**src/rtl/mmio_timer.sv**
```systemverilog
// Memory-mapped countdown timer on the M-stage data bus: CTRL/PRESET/COUNT registers, expiry irq.
// Optional prescaled tick enabled by defining TIMER_PRESCALE_EN.
module mmio_timer #(
  parameter logic [31:0] BASE_ADDR = 32'h0000_7F00
`ifdef TIMER_PRESCALE_EN
  , parameter int unsigned PRESCALE = 4
`endif
) (
  input  logic        clk,
  input  logic        reset,
  input  logic [31:0] addr,
  input  logic        we,
  input  logic [31:0] wdata,
  output logic [31:0] rdata,
  output logic        irq
);

  localparam int unsigned DATA_W = 32;
  localparam int unsigned CTRL_W = 4;

  localparam logic [1:0] S_IDLE = 2'd0;
  localparam logic [1:0] S_LOAD = 2'd1;
  localparam logic [1:0] S_CNT  = 2'd2;
  localparam logic [1:0] S_INT  = 2'd3;

  localparam logic [1:0] SEL_CTRL   = 2'd0;
  localparam logic [1:0] SEL_PRESET = 2'd1;
  localparam logic [1:0] SEL_COUNT  = 2'd2;

  localparam logic [1:0] MODE_RELOAD = 2'd1;

  logic [1:0]        state_q, state_d;
  logic [CTRL_W-1:0] ctrl_q, ctrl_d;
  logic [DATA_W-1:0] preset_q, preset_d;
  logic [DATA_W-1:0] count_q, count_d;
  logic              irq_flag_q, irq_flag_d;
  logic              irq_q, irq_d;

  logic       hit;
  logic [1:0] sel;
  logic       wr_ctrl, wr_preset;
  logic       tick;
  logic       unused_addr;

  assign hit         = (addr[31:4] == BASE_ADDR[31:4]);
  assign sel         = addr[3:2];
  assign wr_ctrl     = we & hit & (sel == SEL_CTRL);
  assign wr_preset   = we & hit & (sel == SEL_PRESET);
  assign unused_addr = ^addr[1:0];

`ifdef TIMER_PRESCALE_EN
  localparam int unsigned PSC_W = (PRESCALE > 1) ? $clog2(PRESCALE) : 1;

  logic [PSC_W-1:0] psc_q, psc_d;

  assign tick = (psc_q == PSC_W'(PRESCALE - 1));

  // Prescale counter: cleared on LOAD, advances every enabled CNT cycle, wraps on a tick.
  always_comb begin
    psc_d = psc_q;
    if (state_q == S_LOAD) begin
      psc_d = '0;
    end else if ((state_q == S_CNT) && ctrl_q[0]) begin
      psc_d = tick ? '0 : psc_q + PSC_W'(1);
    end
  end

  always_ff @(posedge clk or posedge reset) begin
    if (reset) psc_q <= '0;
    else       psc_q <= psc_d;
  end
`else
  assign tick = 1'b1;
`endif

  // Next-state: bus writes clear the sticky flag first, FSM actions may override,
  // and a CPU CTRL write wins over the one-shot auto-clear of EN.
  always_comb begin
    state_d    = state_q;
    ctrl_d     = ctrl_q;
    preset_d   = preset_q;
    count_d    = count_q;
    irq_flag_d = irq_flag_q;

    if (wr_ctrl || wr_preset) irq_flag_d = 1'b0;

    case (state_q)
      S_IDLE: begin
        if (ctrl_q[0]) state_d = S_LOAD;
      end
      S_LOAD: begin
        count_d = preset_q;
        state_d = S_CNT;
      end
      S_CNT: begin
        if (!ctrl_q[0]) begin
          state_d = S_IDLE;
        end else if (tick) begin
          if (count_q <= DATA_W'(1)) begin
            count_d    = '0;
            irq_flag_d = 1'b1;
            state_d    = S_INT;
          end else begin
            count_d = count_q - DATA_W'(1);
          end
        end
      end
      S_INT: begin
        if (ctrl_q[2:1] == MODE_RELOAD) begin
          irq_flag_d = 1'b0;
          state_d    = S_LOAD;
        end else begin
          ctrl_d[0] = 1'b0;
          state_d   = S_IDLE;
        end
      end
      default: state_d = S_IDLE;
    endcase

    if (wr_ctrl)   ctrl_d   = wdata[CTRL_W-1:0];
    if (wr_preset) preset_d = wdata;

    irq_d = irq_flag_d & ctrl_d[3];
  end

  always_ff @(posedge clk or posedge reset) begin
    if (reset) begin
      state_q    <= S_IDLE;
      ctrl_q     <= '0;
      preset_q   <= '0;
      count_q    <= '0;
      irq_flag_q <= 1'b0;
      irq_q      <= 1'b0;
    end else begin
      state_q    <= state_d;
      ctrl_q     <= ctrl_d;
      preset_q   <= preset_d;
      count_q    <= count_d;
      irq_flag_q <= irq_flag_d;
      irq_q      <= irq_d;
    end
  end

  // Combinational read port so lw completes in the same M cycle as a DM read.
  always_comb begin
    rdata = '0;
    if (hit) begin
      case (sel)
        SEL_CTRL:   rdata = DATA_W'(ctrl_q);
        SEL_PRESET: rdata = preset_q;
        SEL_COUNT:  rdata = count_q;
        default:    rdata = '0;
      endcase
    end
  end

  assign irq = irq_q;

endmodule

```
**config.mk**
```make
export PLATFORM = sky130hd
export DESIGN_NAME = mmio_timer
export DESIGN_NICKNAME = d
export VERILOG_FILES = /design/src/rtl/mmio_timer.sv
export SDC_FILE = /design/constraint.sdc
export NUM_CORES = 1
export LEC_CHECK = 0
export BUFFER_PORTS_ARGS = -buffer_cell sky130_fd_sc_hd__buf_2
export CORE_ASPECT_RATIO = 1.1
export CORE_MARGIN = 8
export CORE_UTILIZATION = 49
export DETAILED_ROUTE_END_ITERATION = 8
export GPL_ROUTABILITY_DRIVEN = 0
export PLACE_DENSITY = 0.86
export RECOVER_POWER = 100
export SYNTH_ARGS = -nofsm -noshare
export SYNTH_HDL_FRONTEND = slang
export SYNTH_SLANG_ARGS = --single-unit
export TNS_END_PERCENT = 20
```
**constraint.sdc**
```tcl
create_clock -name clk -period 2.4 [get_ports clk]
set_clock_uncertainty 0.05 [all_clocks]
set_input_delay 0.24 -clock clk [delete_from_list [all_inputs] [get_ports clk]]
set_output_delay 0.24 -clock clk [all_outputs]
set_load 0.05 [all_outputs]
```
# After elaboration in Yosys (flattened, before gate mapping)
# Index checks and enable logic that the tools add are counted.
[totals]
in_bits = 67
reg_bits = 72
rom_bits = 0
latch_bits = 0
output_inout_bits = 33
ramBits = 0
mem_count = 0
word_cells = 51
[classes]
reduce_logical = 8
eq_ne = 11
n_bitwise = 4
n_lt_le_gt_ge = 1
multipliers = 0
n_shift = 0
n_div = 0
mux = 18
n_addsub = 1
[ops]
columns = ["cell", "n"]
rows = [
  ["32-bit 2-to-1 mux", 3],
  ["32-bit case mux with 3 select lines", 1],
  ["32-bit case mux with 2 select lines", 1],
  ["32-bit by 1-bit <= comparator with 1-bit output, second input constant", 1],
  ["32-bit by 1-bit subtractor with 32-bit output, second input constant", 1],
  ["28-bit by 11-bit == test with 1-bit output, second input constant", 1],
  ["2-bit case mux with 4 select lines", 1],
  ["1-bit 2-to-1 mux", 7],
  ["2-bit by 1-bit == test with 1-bit output, second input constant", 3],
  ["2-bit == test, second input constant", 3],
  ["2-bit 2-to-1 mux", 3],
  ["2-bit inequality test, second input constant", 3],
  ["2-bit AND reduction", 3],
  ["1-bit AND", 4],
  ["2-bit zero test", 2],
  ["4-bit 2-to-1 mux", 1],
  ["2-bit nonzero test", 2],
  ["3-bit inequality test, second input constant", 1],
  ["1-bit case mux with 2 select lines", 1],
  ["1-bit logical OR", 1],
]

# Longest topological paths before layout
# Gate-level depths: netlist of the first run.
[logic_depth]
word_depth = 9
ltp_mapped = 8
ltp_nobuf = 7

# Worst setup path after synthesis of the first run
# No wires, ideal clock.
[synth_path]
path_type = "input to output"
startpoint = "in addr[2]"
endpoint = "out rdata[11]"
t_arrival_ns = 2.062
n_path_buf = 2
slack_ns = 0.048
required_time_ns = 2.110
cell_stages = 6
path_cell_list = "clkbuf_1 -> inv_1 -> nor2_1 -> clkbuf_1 -> a22oi_1 -> nor2_1"
[synth_between]
elab_chain_len = 3
word_cells_on_any_way = 5
classes_between = "2 x eq/ne; 2 x mux; 1 x reduce/logical"
[synth_lines]
columns = ["element", "line", "source"]
rows = [
  ["start: declaration", "11", "input logic [31:0] addr,"],
  ["2-bit == test, or another cell as far along", "148", "case (sel)"],
  ["32-bit case mux with 3 select lines *", "148", ""],
  ["32-bit 2-to-1 mux *", "147", "if (hit) begin"],
  ["end: declaration", "14", "output logic [31:0] rdata,"],
]
# Every way passes the cells marked *; elsewhere a longest branch is shown, timed or not.

# Worst setup path in the final report of the first run
[layout_path]
startpoint = "reg count_q[1]"
endpoint = "reg count_q[26]"
[layout_between]
elab_chain_len = 4
word_cells_on_any_way = 5
classes_between = "1 x add/sub; 1 x order compare; 3 x mux"
[layout_lines]
columns = ["element", "line", "source"]
rows = [
  ["start: declaration", "35", "logic [DATA_W-1:0] count_q, count_d;"],
  ["start signal: assignment", "138", "count_q <= count_d;"],
  ["32-bit by 1-bit subtractor with 32-bit output / 32-bit by 1-bit <= comparator with 1-bit output (equally long branches)", "104, 99", ""],
  ["32-bit 2-to-1 mux *", "99", "if (count_q <= DATA_W'(1)) begin"],
  ["32-bit 2-to-1 mux *", "96", "if (!ctrl_q[0]) begin"],
  ["32-bit case mux with 2 select lines *", "87", "case (state_q)"],
]
# Every way passes the cells marked *; elsewhere a longest branch is shown, timed or not. The select of a mux whose other input is x is not followed.
# A chain may end at the register's enable or synchronous reset.

==> results.yml, run 1 <==
run_status:
  outcome: "finished clean"
sta:
  setup_viol: 0
  holdWs_ns: 0.03755
  worst_pin_slew_ns: 0.8413
  fmax_ghz: 0.4328
  min_period_ns: 2.310
  finalHoldViolations: 0
  tns_ns: 0
  maxSlewViolCount: 0
  relSlewSlack: 0.4380
  period_share: 0.9626
drt:
  ant_nets: 0
  drcViolationCount: 0
  routedWlPerCell_um: 18.75
  routed-via-count: 4234
  first_iter_violations: 430
  vias_per_cell: 6.190
  drt_wl_total_um: 12820
  first_pass_iters: 6
hold_path:
  hold_class: "input port to flip-flop"
  hold_depth: 2
layout:
  post_route_cells_drive_above_1_share: 0.2947
  final_cell_count_no_fill: 684
  nets: 634
  syn2layout_area_growth_pct: 22.58
  antenna_cells: 0
synthesis:
  syn-num-nets: 518
  synth.area.top_cells: "dfrtp_1, mux2_1, a22oi_1, nor2_1, nand2_1"
  synth_edf_count: 0
  netlist_instances: 449
  yosys.area.top_type: "dfrtp_1"
  syn_avg_cell_area_um2: 9.575
  netlist-cell-type-count: 65
  yosysWarnings: 0
  seq_area_frac_synth: 0.4191
  yosysTopAreaCellShare: 0.4191
  synthesis.area_um2: 4299
  ys_async_sr_fraction: 1.000
  synth_ff_type: "dfrtp_1"
  synth.ff_latch_count: 72
  synth_common_cells: "dfrtp_1, nor2_1, a22oi_1"
  yosysMostFrequentCell: "dfrtp_1"
critical_path:
  crit_arrival_ns: 2.50
  path_class: "flip-flop to flip-flop"
  end_kind: "flip-flop"
  crit_path_max_fanout: 6
  startpoint_type: "flip-flop"
  critPathRequiredTime_ns: 2.59
  r2r_cells: 9
global_route:
  antenna_found_initial: 0
  grt_pass1_wl_um: 21130
  grtUsageTotal: 0.2141
  grt_max_degree: 34
  grt_pass1_vias: 4330
  overflow: 0
power_and_ir_drop:
  p_int_w: 0.001658
  combPwrFrac: 0.050
  power_leakage_nw: 2.673
  pwr-share-clk: 0.395
  p_seq_frac: 0.554
  p_sw_frac: 0.2416
  total_power_w: 0.002186
  p_sw_w: 0.0005282
  peakVddDrop_v: 0.0002211
  p_per_area_nw_per_um2: 414.9
clocking:
  cts.clk_slew.worst_paths_ns: 0.08
  cts_buffer_depth: 2
  clk_latency_ns: 0.36
  cts-root-buf: "clkbuf_8"
  cts_buffers: 9
  htreeDepth: 3
  clock_sinks: 72
  cts_tree: "done"
floorplanning:
  core-area_um2: 8693
  die_y_um: 114.2
  num_rows: 36
  die_w_um: 105.3
  die-area_um2: 12030
  pin_count: 100
  initial_core_util: 0.4945
placement:
  port_buffers: 97
  dpl.hpwl_um: 9441
  place_inst: 665
run:
  cap_violations: 0
routing by layer:
metal / up-vias / global-route usage / wire length (um)
met4: 0 / 0.1162 / 407
met3: 40 / 0.04505 / 907
met1: 2037 / 0.2513 / 5167
met5: - / 0 / 0
met2: 224 / 0.3587 / 6341
li1: 1933 / - / -
power by group through the flow:
stage	sequential, W	clock (W)	combinational (W)
finish	0.00121	0.000864	0.000110
global placement	0.00124	0	0.000111
global route	0.00121	0.000926	0.000124
detailed placement	0.00124	0	0.000116
CTS	0.00121	0.000875	0.000117
floorplan	0.00124	0	0.0000410
sequential cells by signal, summed over array words and instances, names as in the netlist:
signal,cells
count_q,32
ctrl_q,4
irq,1
irq_flag_q,1
preset_q,32
state_q,2
worst paths after layout:
kind	slack, ns	from	endpoint
worst max-delay path	0.09	count_q[1]	count_q[26]
worst min-delay path	0.04	wdata[21]	preset_q[21]
worst max register to register	0.09	count_q[1]	count_q[26]
worst min register to register	0.47	irq_flag_q	irq_flag_q
max in group asynchronous	0.58	reset	preset_q[13]
min in group asynchronous	0.47	reset	ctrl_q[3]
metrics by stage:
step	cell area [um2]	setup WS (ns)	util
finish	5270	0.08973	0.6062
global placement	5111	0.1725	0.5879
detailed placement	5111	0.09452	0.5879
CTS	5286	0.05480	0.6081
floorplan	4299	0.04756	-
global route	5270	-0.01322	0.6062
cell usage in the layout (no fill, tap or decap), types with 3 or more instances in the layout:
| cell | synthesis | layout |
|---|---|---|
| a21o_1 | 6 | 6 |
| a21oi_1 | 13 | 13 |
| a221o_1 | 9 | 9 |
| a22oi_1 | 36 | 36 |
| a31oi_1 | 3 | 3 |
| buf_2 | 4 | 96 |
| buf_4 | 4 | 35 |
| clkbuf_1 | 25 | 5 |
| clkbuf_8 | 0 | 10 |
| clkinv_2 | 0 | 4 |
| dfrtp_1 | 72 | 72 |
| inv_1 | 7 | 7 |
| mux2_1 | 32 | 33 |
| mux2i_1 | 8 | 8 |
| nand2_1 | 29 | 29 |
| nand2b_1 | 6 | 6 |
| nand3_1 | 14 | 14 |
| nand3b_1 | 3 | 3 |
| nand4_1 | 7 | 7 |
| nor2_1 | 55 | 54 |
| nor2b_1 | 4 | 3 |
| nor3_1 | 11 | 12 |
| nor4_1 | 11 | 11 |
| nor4_4 | 3 | 4 |
| o211ai_1 | 5 | 5 |
| o21ai_0 | 10 | 11 |
| o21ai_1 | 6 | 5 |
| o22ai_1 | 7 | 7 |
| o311ai_1 | 2 | 3 |
| o31ai_1 | 5 | 6 |
critical path, stage by stage, from the launching register on:
cell     delay (ns)
dfrtp_1        0.38
inv_1          0.13
ha_1           0.29
nor3b_1        0.22
buf_4          0.17
nand4_1        0.19
buf_4          0.22
nor2_1         0.12
nand2_1        0.07
a311o_1        0.35
logic make-up (layout without fill, tap and decap cells):
group | Yosys count | after routing | synth area share
AO/OA/AOI/OAI | 122 | 122 | 0.2064
flip-flops | 72 | 72 | 0.4191
buffers and inverters | 41 | 162 | 0.04220
multiplexers | 43 | 43 | 0.1103
adder cells (fa/ha/maj) | 2 | 2 | 0.005820
AND/OR/NAND/NOR | 169 | 169 | 0.2162
repair_timing:
action | 4_1_cts | 5_1_grt
setup buffers | 0 | 2
hold endpoints to repair | 16 | 0
hold buffers | 1 | 0
setup endpoints to repair | 0 | 8
gates resized for setup | 0 | 4
final cells by class:
| type | instances | area, um2 |
|---|---|---|
| clock buffers | 12 | 145.1 |
| fillers | 742 | 3423 |
| repair buffers | 139 | 814.5 |
| multi-input cells | 336 | 2320 |
| clock inverters | 4 | 20.02 |
| flip-flops and latches | 72 | 1802 |
| well taps | 114 | 142.6 |
| inverters | 7 | 26.28 |
Note: power is estimated with default switching activity, not from simulation.
==> inputs of run 2 (changes only) <==
--- a/config.mk
+++ b/config.mk
@@ -6,12 +6,13 @@
 export NUM_CORES = 1
 export LEC_CHECK = 0
 export BUFFER_PORTS_ARGS = -buffer_cell sky130_fd_sc_hd__buf_2
+export CELL_PAD_IN_SITES_DETAIL_PLACEMENT = 1
+export CELL_PAD_IN_SITES_GLOBAL_PLACEMENT = 1
 export CORE_ASPECT_RATIO = 1.1
-export CORE_MARGIN = 8
-export CORE_UTILIZATION = 49
+export CORE_UTILIZATION = 37
 export DETAILED_ROUTE_END_ITERATION = 8
 export GPL_ROUTABILITY_DRIVEN = 0
-export PLACE_DENSITY = 0.86
+export PLACE_DENSITY = 0.85
 export RECOVER_POWER = 100
 export SYNTH_ARGS = -nofsm -noshare
 export SYNTH_HDL_FRONTEND = slang
==> results.yml, run 2 (synthesized netlist as in run 1, its figures left out) <==
drt:
  ant_nets: 0
  routedWlPerCell_um: 20.28
  routed-via-count: 4270
  first_iter_violations: 273
  drt_wl_total_um: 14560
  drcViolationCount: 0
  vias_per_cell: 5.947
  first_pass_iters: 4
critical_path:
  critPathMaxStageDelay_ns: 0.44
  path_class: "flip-flop to flip-flop"
  crit_path_max_fanout: 12
  cp_top_family: "compound AO/OA/AOI/OAI gates"
  crit_arrival_ns: 2.53
  crit_path_cell_trace: "nor4_2, nand3_1, o31ai_2, buf_4, o21ai_1, a221o_1"
  critPathBufInv: 1
  slowest_stage: "dfrtp_1"
  critPathRequiredTime_ns: 2.58
  end_kind: "flip-flop"
  startpoint_type: "flip-flop"
power_and_ir_drop:
  power_leakage_nw: 2.740
  total_power_w: 0.003013
  peakVddDrop_v: 0.0003011
  p_per_area_nw_per_um2: 548.1
floorplanning:
  pin_count: 100
  core-area_um2: 11110
  initial_core_util: 0.3869
  num_rows: 40
  die-area_um2: 12050
  die_y_um: 115.1
  die_w_um: 104.8
hold_path:
  hold_class: "input port to flip-flop"
sta:
  rsz0062_at_grt: "true"
  maxSlewViolCount: 0
  worst_pin_slew_ns: 1.031
  min_period_ns: 2.353
  setup_viol: 0
  relSlewSlack: 0.3125
  period_share: 0.9803
  final.setup.worst_slack_ns: 0.04719
  fmax_ghz: 0.4250
  finalHoldViolations: 0
global_route:
  grt_pass1_wl_um: 24050
  grt_max_degree: 73
  grt_pass1_vias: 4710
  overflow: 0
  antenna_found_initial: 0
  grtUsageTotal: 0.2541
clocking:
  cts_buffers: 9
  htreeDepth: 3
  clk_latency_ns: 0.35
  cts-root-buf: "clkbuf_16"
  cts_buffer_depth: 2
  cts_tree: "done"
  cts.clk_slew.worst_paths_ns: 0.06
  clock_sinks: 72
placement:
  place_ws_ns: 0.09611
  dpl_cell_area_um2: 5160
  dpl.hpwl_um: 10240
  port_buffers: 97
  place_inst: 699
layout:
  fin_area_um2: 5498
  antenna_cells: 0
  fill_cells: 1325
  final_common_cell: "buf_2"
  largestRegisters: "count_q x32, preset_q x32, ctrl_q x4"
  post_route_cells_drive_above_1_share: 0.2977
  final_cell_mix: "buf_2, dfrtp_1, nor2_1"
  final_cell_count_no_fill: 718
  utilization: 0.4948
  nets: 635
  syn2layout_area_growth_pct: 27.88
run_status:
  outcome: "finished clean"
run:
  cap_violations: 0
[run 2: cell type report]
cell class | count | area, um2 | area share
inverter | 7 | 26.28 | 0.004779
tap | 147 | 183.9 | 0.03345
timing repair buffer | 140 | 795.8 | 0.1447
multi-input combinational | 336 | 2320 | 0.4219
clock inverter | 5 | 127.6 | 0.02321
clock buffer | 11 | 242.7 | 0.04415
sequential | 72 | 1802 | 0.3277
[run 2: routing by layer]
metal | share of wire | vias to the layer above | global-route usage
met5 | 0 | - | 0
met4 | 0.031 | 0 | 0.1371
met3 | 0.042 | 45 | 0.04705
met2 | 0.51 | 136 | 0.4486
met1 | 0.41 | 2152 | 0.2946
li1 | - | 1937 | -
[run 2: worst paths after layout]
kind	depth (start not counted)	start	slack (ns)	end
worst max-delay path	6	count_q[25]	0.05	count_q[14]
worst min-delay path	2	wdata[4]	0.06	preset_q[4]
worst max register to register	6	count_q[25]	0.05	count_q[14]
worst min register to register	1	preset_q[12]	0.47	preset_q[12]
max in group asynchronous	4	reset	0.91	count_q[17]
min in group asynchronous	4	reset	0.71	preset_q[5]
[run 2: report_power, final]
part | total (W) | internal, W | switching, W
Sequential | 0.00121 | 0.00121 | 0.000000000497
Combinational | 0.000114 | 0.0000484 | 0.0000658
Clock | 0.00168 | 0.00115 | 0.000535
Total | 0.00301 | 0.00241 | 0.000601
[run 2: what timing repair did]
action	CTS	global route
hold buffers	1	0
setup endpoints to repair	0	9
buffers inserted	0	2
gates resized for setup	0	2
endpoints found under the hold margin	72	0
[run 2: through the flow]
step	TNS, ns	hold WS, ns
after detailed placement	0	0.3103
after CTS	0	0.05233
final	0	0.05908
after global routing	-0.1735	0.05662
after global placement	0	0.3069
after floorplan	0	0.3068
